<file path="config.mk">
export PLATFORM = sky130hd
export DESIGN_NAME = and_pini_pipe_flat
export DESIGN_NICKNAME = d
export VERILOG_FILES = /design/src/rtl/and_pini_pipe_pkg.sv /design/src/rtl/and_pini_pipe_if.sv /design/src/rtl/and_pini_pipe_lane.sv /design/src/rtl/and_pini_pipe.sv /design/src/flat_wrapper.sv
export SDC_FILE = /design/constraint.sdc
export NUM_CORES = 1
export LEC_CHECK = 0
export CORE_MARGIN = 2
export CORE_UTILIZATION = 41
export CTS_CLUSTER_SIZE = 30
export DETAILED_ROUTE_END_ITERATION = 10
export GPL_ROUTABILITY_DRIVEN = 0
export GPL_TIMING_DRIVEN = 1
export PLACE_DENSITY_LB_ADDON = 0.3
export SLEW_MARGIN = 10
export SYNTH_ARGS = -nofsm -noshare
export SYNTH_HDL_FRONTEND = slang
export SYNTH_SLANG_ARGS = --single-unit
</file>
<file path="constraint.sdc">
create_clock -name clk -period 0.8 [get_ports clk]
set_input_delay 0.16 -clock clk [delete_from_list [all_inputs] [get_ports clk]]
set_output_delay 0.16 -clock clk [all_outputs]
set_load 0.005 [all_outputs]
</file>
<file path="src/rtl/and_pini_pipe_pkg.sv">
// Purpose: shared sizing helpers for the pipelined PINI masked AND gadget.
// Latency: n/a (constants and pure functions only).
// Backpressure: n/a.
//
// Randomness layout per lane: low REF_NRND bits feed the refresh, high
// MUL_NRND bits feed the multiply. Both use one bit per unordered share pair.
package and_pini_pipe_pkg;

  function automatic int ref_nrnd(input int d);
    return d * (d - 1) / 2;
  endfunction

  function automatic int mul_nrnd(input int d);
    return d * (d - 1) / 2;
  endfunction

  function automatic int nrnd(input int d);
    return ref_nrnd(d) + mul_nrnd(d);
  endfunction

  function automatic int rnd_width(input int d, input int lanes);
    return lanes * nrnd(d);
  endfunction

  // Index of the randomness bit owned by share pair (i, j), i < j.
  // Pairs are enumerated row by row: (0,1),(0,2)..(0,d-1),(1,2),...
  function automatic int pair_idx(input int d, input int i, input int j);
    return i * d - (i * (i + 1)) / 2 + (j - i - 1);
  endfunction

endpackage

</file>
<file path="src/rtl/and_pini_pipe_if.sv">
// Purpose: operand/result bundle of the masked AND pipeline.
// Latency: n/a (wires only).
// Backpressure: none; the pipeline accepts one operation per cycle.
//
// Signals: in_valid, zeroize, inb, ina, rnd (producer -> gadget);
//          out, out_valid (gadget -> consumer).
// Sharing layout: lane l share i at bit l*d+i.
interface and_pini_pipe_if #(
  parameter int d     = 2,
  parameter int LANES = 1
);
  import and_pini_pipe_pkg::*;

  localparam int RND_W = rnd_width(d, LANES);

  logic                  in_valid;
  logic                  zeroize;
  logic [LANES*d-1:0]    inb;
  logic [LANES*d-1:0]    ina;
  logic [RND_W-1:0]      rnd;
  logic [LANES*d-1:0]    out;
  logic                  out_valid;

  modport master (
    output in_valid, zeroize, inb, ina, rnd,
    input  out, out_valid
  );

  modport slave (
    input  in_valid, zeroize, inb, ina, rnd,
    output out, out_valid
  );

endinterface

</file>
<file path="src/rtl/and_pini_pipe_lane.sv">
// Purpose: one lane of the masked AND: refresh (or bypass) inb, delay it and
//          the multiply randomness, then a DOM-style registered multiply.
// Latency: inb/rnd at t, ina at t+RND_DLY, out at t+RND_DLY+1.
// Backpressure: none; every register advances each cycle.
//
// Ports: clk, rst (async, active-high), zeroize (sync clear),
//        inb/ina [d] shares, rnd [NRND] fresh bits, out [d] product shares.
module and_pini_pipe_lane import and_pini_pipe_pkg::*; #(
  parameter int d       = 2,
  parameter int RND_DLY = 3,
  parameter int REFRESH = 1
) (
  input  logic                 clk,
  input  logic                 rst,
  input  logic                 zeroize,
  input  logic [d-1:0]         inb,
  input  logic [d-1:0]         ina,
  input  logic [nrnd(d)-1:0]   rnd,
  output logic [d-1:0]         out
);

  localparam int   REF_N  = ref_nrnd(d);
  localparam int   MUL_N  = mul_nrnd(d);
  localparam logic REF_EN = (REFRESH != 0);

  logic [REF_N-1:0] rnd_ref;
  logic [MUL_N-1:0] rnd_mul;
  logic [d-1:0]     inb_fresh;

  logic [RND_DLY-1:0][d-1:0]     inb_dl_d, inb_dl_q;
  logic [RND_DLY-1:0][MUL_N-1:0] rmul_dl_d, rmul_dl_q;
  // term_q[i][j] is the registered partial product a_i*b_j (+ mask for i!=j);
  // registering each term before recombination keeps glitches domain-local.
  logic [d-1:0][d-1:0]           term_d, term_q;

  logic [d-1:0]     b_al;
  logic [MUL_N-1:0] r_al;

  assign rnd_ref = rnd[REF_N-1:0];
  assign rnd_mul = rnd[REF_N+MUL_N-1:REF_N];
  assign b_al    = inb_dl_q[RND_DLY-1];
  assign r_al    = rmul_dl_q[RND_DLY-1];

  // Each pair bit is added to both shares of its pair, so the refreshed
  // sharing still recombines to the same value. With the refresh disabled the
  // mask is gated off but the register stage stays, keeping latency fixed.
  always_comb begin
    inb_fresh = inb;
    for (int i = 0; i < d; i++) begin
      for (int j = i + 1; j < d; j++) begin
        inb_fresh[i] = inb_fresh[i] ^ (rnd_ref[pair_idx(d, i, j)] & REF_EN);
        inb_fresh[j] = inb_fresh[j] ^ (rnd_ref[pair_idx(d, i, j)] & REF_EN);
      end
    end
  end

  // Straight shift lines: randomness only moves forward and is never reused.
  always_comb begin
    inb_dl_d  = '0;
    rmul_dl_d = '0;
    if (!zeroize) begin
      inb_dl_d[0]  = inb_fresh;
      rmul_dl_d[0] = rnd_mul;
      for (int k = 1; k < RND_DLY; k++) begin
        inb_dl_d[k]  = inb_dl_q[k-1];
        rmul_dl_d[k] = rmul_dl_q[k-1];
      end
    end
  end

  // Cross terms (i,j) and (j,i) share one mask bit so the masks cancel when
  // all shares are recombined.
  always_comb begin
    term_d = '0;
    if (!zeroize) begin
      for (int i = 0; i < d; i++) begin
        for (int j = 0; j < d; j++) begin
          if (i == j)
            term_d[i][j] = ina[i] & b_al[j];
          else if (i < j)
            term_d[i][j] = (ina[i] & b_al[j]) ^ r_al[pair_idx(d, i, j)];
          else
            term_d[i][j] = (ina[i] & b_al[j]) ^ r_al[pair_idx(d, j, i)];
        end
      end
    end
  end

  always_ff @(posedge clk or posedge rst) begin
    if (rst) begin
      inb_dl_q  <= '0;
      rmul_dl_q <= '0;
      term_q    <= '0;
    end else begin
      inb_dl_q  <= inb_dl_d;
      rmul_dl_q <= rmul_dl_d;
      term_q    <= term_d;
    end
  end

  // Output share i compresses only its own registered domain terms.
  always_comb begin
    out = '0;
    for (int i = 0; i < d; i++) out[i] = ^term_q[i];
  end

endmodule

</file>
<file path="src/rtl/and_pini_pipe.sv">
// Purpose: LANES-wide pipelined PINI masked AND; owns valid tracking and zeroize.
// Latency: out/out_valid at t+RND_DLY+1 for inb/rnd at t (ina at t+RND_DLY).
// Backpressure: none; one operation per cycle, never stalls.
//
// Ports: clk, rst (async, active-high), bus (slave side of and_pini_pipe_if).
module and_pini_pipe import and_pini_pipe_pkg::*; #(
  parameter int d       = 2,
  parameter int LANES   = 1,
  parameter int RND_DLY = 3,
  parameter int REFRESH = 1
) (
  input  logic            clk,
  input  logic            rst,
  and_pini_pipe_if.slave  bus
);

  localparam int NRND = nrnd(d);

  logic [RND_DLY:0] vld_d, vld_q;

  // Zeroize wins over a same-cycle in_valid: the new operation is dropped too.
  always_comb begin
    vld_d = '0;
    if (!bus.zeroize) vld_d = {vld_q[RND_DLY-1:0], bus.in_valid};
  end

  always_ff @(posedge clk or posedge rst) begin
    if (rst) vld_q <= '0;
    else     vld_q <= vld_d;
  end

  assign bus.out_valid = vld_q[RND_DLY];

  for (genvar l = 0; l < LANES; l++) begin : g_lane
    and_pini_pipe_lane #(
      .d       (d),
      .RND_DLY (RND_DLY),
      .REFRESH (REFRESH)
    ) u_lane (
      .clk     (clk),
      .rst     (rst),
      .zeroize (bus.zeroize),
      .inb     (bus.inb[l*d +: d]),
      .ina     (bus.ina[l*d +: d]),
      .rnd     (bus.rnd[l*NRND +: NRND]),
      .out     (bus.out[l*d +: d])
    );
  end

endmodule
</file>
<file path="src/flat_wrapper.sv">
// flat-port wrapper written by rule: the top's interface ports become plain ports
module and_pini_pipe_flat import and_pini_pipe_pkg::*;
#(
  parameter int d       = 2,
  parameter int LANES   = 1,
  parameter int RND_DLY = 3,
  parameter int REFRESH = 1
)
  (clk, rst, bus_in_valid, bus_zeroize, bus_inb, bus_ina, bus_rnd, bus_out, bus_out_valid);
  and_pini_pipe_if #(.d(d), .LANES(LANES)) bus_i ();
  input  logic clk;
  input  logic rst;
  input wire logic [$bits(bus_i.in_valid)-1:0] bus_in_valid;
  input wire logic [$bits(bus_i.zeroize)-1:0] bus_zeroize;
  input wire logic [$bits(bus_i.inb)-1:0] bus_inb;
  input wire logic [$bits(bus_i.ina)-1:0] bus_ina;
  input wire logic [$bits(bus_i.rnd)-1:0] bus_rnd;
  output wire logic [$bits(bus_i.out)-1:0] bus_out;
  output wire logic [$bits(bus_i.out_valid)-1:0] bus_out_valid;
  assign bus_i.in_valid = bus_in_valid;
  assign bus_i.zeroize = bus_zeroize;
  assign bus_i.inb = bus_inb;
  assign bus_i.ina = bus_ina;
  assign bus_i.rnd = bus_rnd;
  assign bus_out = bus_i.out;
  assign bus_out_valid = bus_i.out_valid;
  and_pini_pipe #(.d(d), .LANES(LANES), .RND_DLY(RND_DLY), .REFRESH(REFRESH)) u_core (.clk(clk), .rst(rst), .bus(bus_i));
endmodule
</file>
; ---- Yosys cells after proc, flatten, opt, wreduce, memory -nomap -nowiden
; Cells that the tools add are included.
[word_totals]
reg_bits = 17
out_inout_bits = 3
word_cells = 23
in_bits = 10
[classes]
bitwise = 8
muxes = 4
n_reduce_logical = 2
[op_table]
columns = cell, n
row1 = 4-bit two-way mux, 2
row2 = 6-bit two-way mux, 1
row3 = 1-bit AND, 4
row4 = 2-bit parity, 2
row5 = 1-bit bitwise XOR, 4
row6 = 3-bit two-way mux, 1

; ---- Longest topological paths before layout
; Gate-level depths: netlist of the first run.
[depth]
word_depth = 3
mapped_depth = 2
ltp_nobuf = 2

; ---- By module
; A second synthesis of the first run with hierarchy kept.
[hier_totals]
hier_cells = 47
hier_area_um2 = 604.3
[by_module_without_submodules]
columns = module, n_inst, seq_area_each_um2, area_per_inst_um2, cells_per_inst
row1 = and_pini_pipe_lane, 1, 325.3, 475.5, 38
row2 = and_pini_pipe, 1, 100.1, 128.9, 9

; ---- Worst setup path before layout of the first run
; Ideal clock, no wire load.
[synth_path]
kind = reg-to-reg
from = reg u_core.g_lane[0].u_lane.rmul_dl_q (netlist bit u_core.g_lane[0].u_lane.r_al)
to = reg u_core.g_lane[0].u_lane.term_q[1] in the netlist's numbering
period_less_slack_ns = 0.742
arrival_time_ns = 0.663
setup_ns = 0.079
path_stages_with_launch = 3
slack_ns = 0.058
cell_sequence = dfrtp_1 > or2_1 > mux2i_1
[synth_rtl]
columns = element, line_no
row1 = start: declaration, and_pini_pipe_lane.sv:31  ; logic [RND_DLY-1:0][MUL_N-1:0] rmul_dl_d, rmul_dl_q;
row2 = start signal: assignment, and_pini_pipe_lane.sv:96  ; rmul_dl_q <= rmul_dl_d;
row3 = end signal: assignment, and_pini_pipe_lane.sv:97  ; term_q <= term_d;
row4 = end: declaration, and_pini_pipe_lane.sv:34  ; logic [d-1:0][d-1:0] term_d, term_q;

; ---- Final worst setup path of the first run
[layout_path]
from = reg u_core.g_lane[0].u_lane.term_q[3] in the netlist's numbering
to = out bus_out[1]
[layout_between]
elab_chain_cells = 1
[layout_rtl]
columns = element, line_no
row1 = 2-bit parity, and_pini_pipe_lane.sv:104  ; for (int i = 0; i < d; i++) out[i] = ^term_q[i];
row2 = end: declaration, flat_wrapper.sv:18  ; output wire logic [$bits(bus_i.out)-1:0] bus_out;
; No other way between the ends.

==> summary.txt, run 1 <==
Status
  – Run status: finished, violations left
  – Failing checks: negative setup slack

Layout
  – Nets: 76
  – Share of cells above drive strength 1: approximately 17%
  – Core Util, Final: just under 60%
  – Area delta synth->final: 31.2%
  – N_diodes: 0
  – Design area: 790 um2
  – Finished Layout Cells: 80

Route
  – Routed wire length per instance: 9.99 um
  – Post-route ant nets: 0
  – Total routed wirelength: 799 um
  – Routed vias: around 360
  – DR pass1 iterations: 2
  – Initial DRC count: 3
  – Post-route DRC: 0
  – Vias per cell: ~4.5

Clock tree
  – # clock sinks: 17
  – Hold buffer count at CTS: 0
  – CTS tree: built
  – Worst-Skew Late Latency: about 0.28 ns
  – CTS clock-pin slew for the worst setup and hold paths: roughly 0.10 ns
  – Htree depth: 1
  – Clk root buf: clkbuf_4
  – Total CTS buffers: 3
  – Worst-case clock buffer depth: 2

Power
  – Int Power: 0.00116 W
  – Maximum VDD drop: around 0.0011 V
  – Clk pwr share: 29.6%
  – Seq pwr share: 60.9%
  – Sw power: 0.000313 W
  – Net Sw Frac: 21.2%
  – Gate power share: 9.4%
  – Leakage power figure: between 0.4 and 0.5 nW
  – Pwr Total: ~0.0015 W
  – Pwr Density: around 1900 mW/mm2

Logic synthesis
  – Syn_nets: 56
  – Synth Instances: 46
  – Synthesized area per cell: 13.1 um2
  – Seq/Total Area, Yosys: 70.7%
  – Synth Register Bits: 17
  – Synth cell types: 12
  – Ys flop type: dfrtp_1
  – Yosys warning count: 0
  – Post-synth EDFFs: 0
  – Yosys top cell by area: dfrtp_1
  – Yosys top cell area share: 70.7%
  – Asr flop ratio synth: 100%
  – Syn Std Cell Area: 602 um2
  – Largest cells by area after synthesis: dfrtp_1, nor2b_1, mux2i_1
  – Most instantiated cells after synthesis: dfrtp_1, nor2b_1, nand2_1, nor2_1
  – Most frequent cell after synthesis: dfrtp_1

Timing
  – Rel. slew slack: 91.1%
  – Final worst path period share: 138%
  – Worst Skew: 0.00817 ns
  – RSZ-0062 raised after global routing: true
  – Final worst path period need: around 1.1 ns
  – Slew @ Worst Pin: ~0.13 ns
  – Slew Viols, Final: 0
  – # setup viols final: 5
  – Final hold slack: 0.186 ns
  – Final WS setup: -0.302 ns
  – Hold Fails Final Rpt: 0
  – Max Clock Freq: between 900 and 1000 MHz

GRT
  – GR Overflow Total: 0
  – Global-route wire length before repair: around 1400 um
  – Total GRT Usage: ~11%
  – Number of global-route vias before repair: 337
  – Largest net degree at the start of global routing: 18
  – Initial antenna violation count: 0

Worst setup path
  – Startpoint Class: flip-flop
  – Reg-to-reg startpoint: u_core.g_lane[0].u_lane.r_al
  – Worst EP arrival: 0.94 ns
  – Crit path required time: 0.64 ns
  – CP max FO: 1
  – Worst setup EP type: primary output
  – Worst Setup SP: u_core.g_lane[0].u_lane.term_q[3]
  – Setup CP Type: flip-flop to primary output

Die
  – Die width: 42.3 um
  – Die Span Y: roughly 42 um
  – Core Rows: 13
  – Starting Density: 45.1%
  – Top-Level Pins: 13
  – Die area: 0.00179 mm2
  – Core area: 0.00133 mm2

Placed design
  – Post-Place Cells: 76
  – Cell Area, Placed: 778 um2
  – DP HPWL: 596 um
  – Port Buf Inserts: 12

Job
  – Max Cap Viol: 0

Worst hold path
  – HP Class: input pin to async pin
-- cell families (layout without fill, tap and decap cells) --
kind of cell           count (synthesis)  in the layout  synth area share [%]
XOR/XNOR                               4              4                  5.82
buffers and inverters                  2             21                  1.45
flip-flops                            17             17                  70.7
multiplexers                           2              2                  3.33
AND/OR/NAND/NOR                       21             21                  18.7
-- metrics by stage --
| step | TNS (ns) | setup WS, ns |
|---|---|---|
| floorplan | 0 | 0.0578 |
| finish | -0.745 | -0.302 |
| CTS | -0.828 | -0.319 |
| global placement | -5.42 | -0.359 |
| global route | -0.994 | -0.359 |
| detailed placement | -5.60 | -0.368 |
-- worst paths after layout --
path / endpoint / slack [ns] / depth (start not counted)
setup / recovery: bus_out[1] / -0.30 / 2
hold / removal: u_core.g_lane[0].u_lane.term_q[2] / 0.19 / 3
setup reg to reg: u_core.g_lane[0].u_lane.term_q[2] / -0.01 / 2
hold reg to reg: u_core.g_lane[0].u_lane.b_al[1] / 0.46 / 1
max in group asynchronous: u_core.g_lane[0].u_lane.inb_dl_q[3] / 0.49 / 3
min in group clk: u_core.vld_q[1] / 0.36 / 3
-- critical path: stages (launching register included) --
cell and delay, ns:
dfrtp_1 0.39, xor2_1 0.15, buf_2 0.12
-- layer usage --
| layer | GRT usage [%] | vias up | part of all wire [%] |
|---|---|---|---|
| met5 | 0 | - | 0 |
| met4 | 7.50 | 0 | 1.0 |
| met3 | 5.60 | 2 | 7.1 |
| met2 | 17.2 | 10 | 49 |
| met1 | 10.5 | 167 | 43 |
| li1 | - | 178 | - |
-- cell usage in the layout, fill, tap and decap left out, types with 2 or more instances in the layout --
cell type / netlist / routed
clkdlybuf4s50_1: 0 / 8
nor2_1: 4 / 4
buf_2: 1 / 3
mux2i_1: 2 / 2
buf_4: 0 / 3
xor2_1: 2 / 2
clkbuf_4: 0 / 3
nor2b_1: 10 / 10
dfrtp_1: 17 / 17
nand2_1: 4 / 4
xnor2_1: 2 / 2
-- repair_timing --
item | in CTS | in global routing
setup buffers | 0 | 0
endpoints found under the setup margin | 5 | 5
gates resized for setup | 13 | 0
-- flip-flops by register name, summed over array words and instances (netlist names) --
register,count
u_core.g_lane.u_lane.inb_dl_q,4
u_core.g_lane.u_lane.term_q,4
u_core.vld_q,4
u_core.g_lane.u_lane.b_al,2
u_core.g_lane.u_lane.rmul_dl_q,2
u_core.g_lane.u_lane.r_al,1
-- cell type report --
| cell class | count | area (um2) |
|---|---|---|
| Sequential cell | 17 | 425 |
| Clock buffer | 3 | 22.5 |
| Multi-Input combinational cell | 27 | 168 |
| Tap cell | 15 | 18.8 |
| Inverter | 1 | 3.75 |
| Fill cell | 109 | 544 |
| Clock inverter | 1 | 5.00 |
| Timing Repair Buffer | 16 | 146 |
-- power groups by stage --
stage                logic, W  registers (W)  clock network (W)
floorplan           0.0000584       0.000913                  0
CTS                  0.000143       0.000898           0.000462
global route         0.000156       0.000901           0.000501
global placement     0.000146       0.000914                  0
detailed placement   0.000149       0.000915                  0
finish               0.000139       0.000898           0.000437
(Power assumes the default switching activity.)
==> inputs of run 2 (changes only) <==
- CTS_CLUSTER_SIZE: 30 -> 25
==> results of run 2 <==
No change in the layout: final DEF, timing and power equal those of run 1.
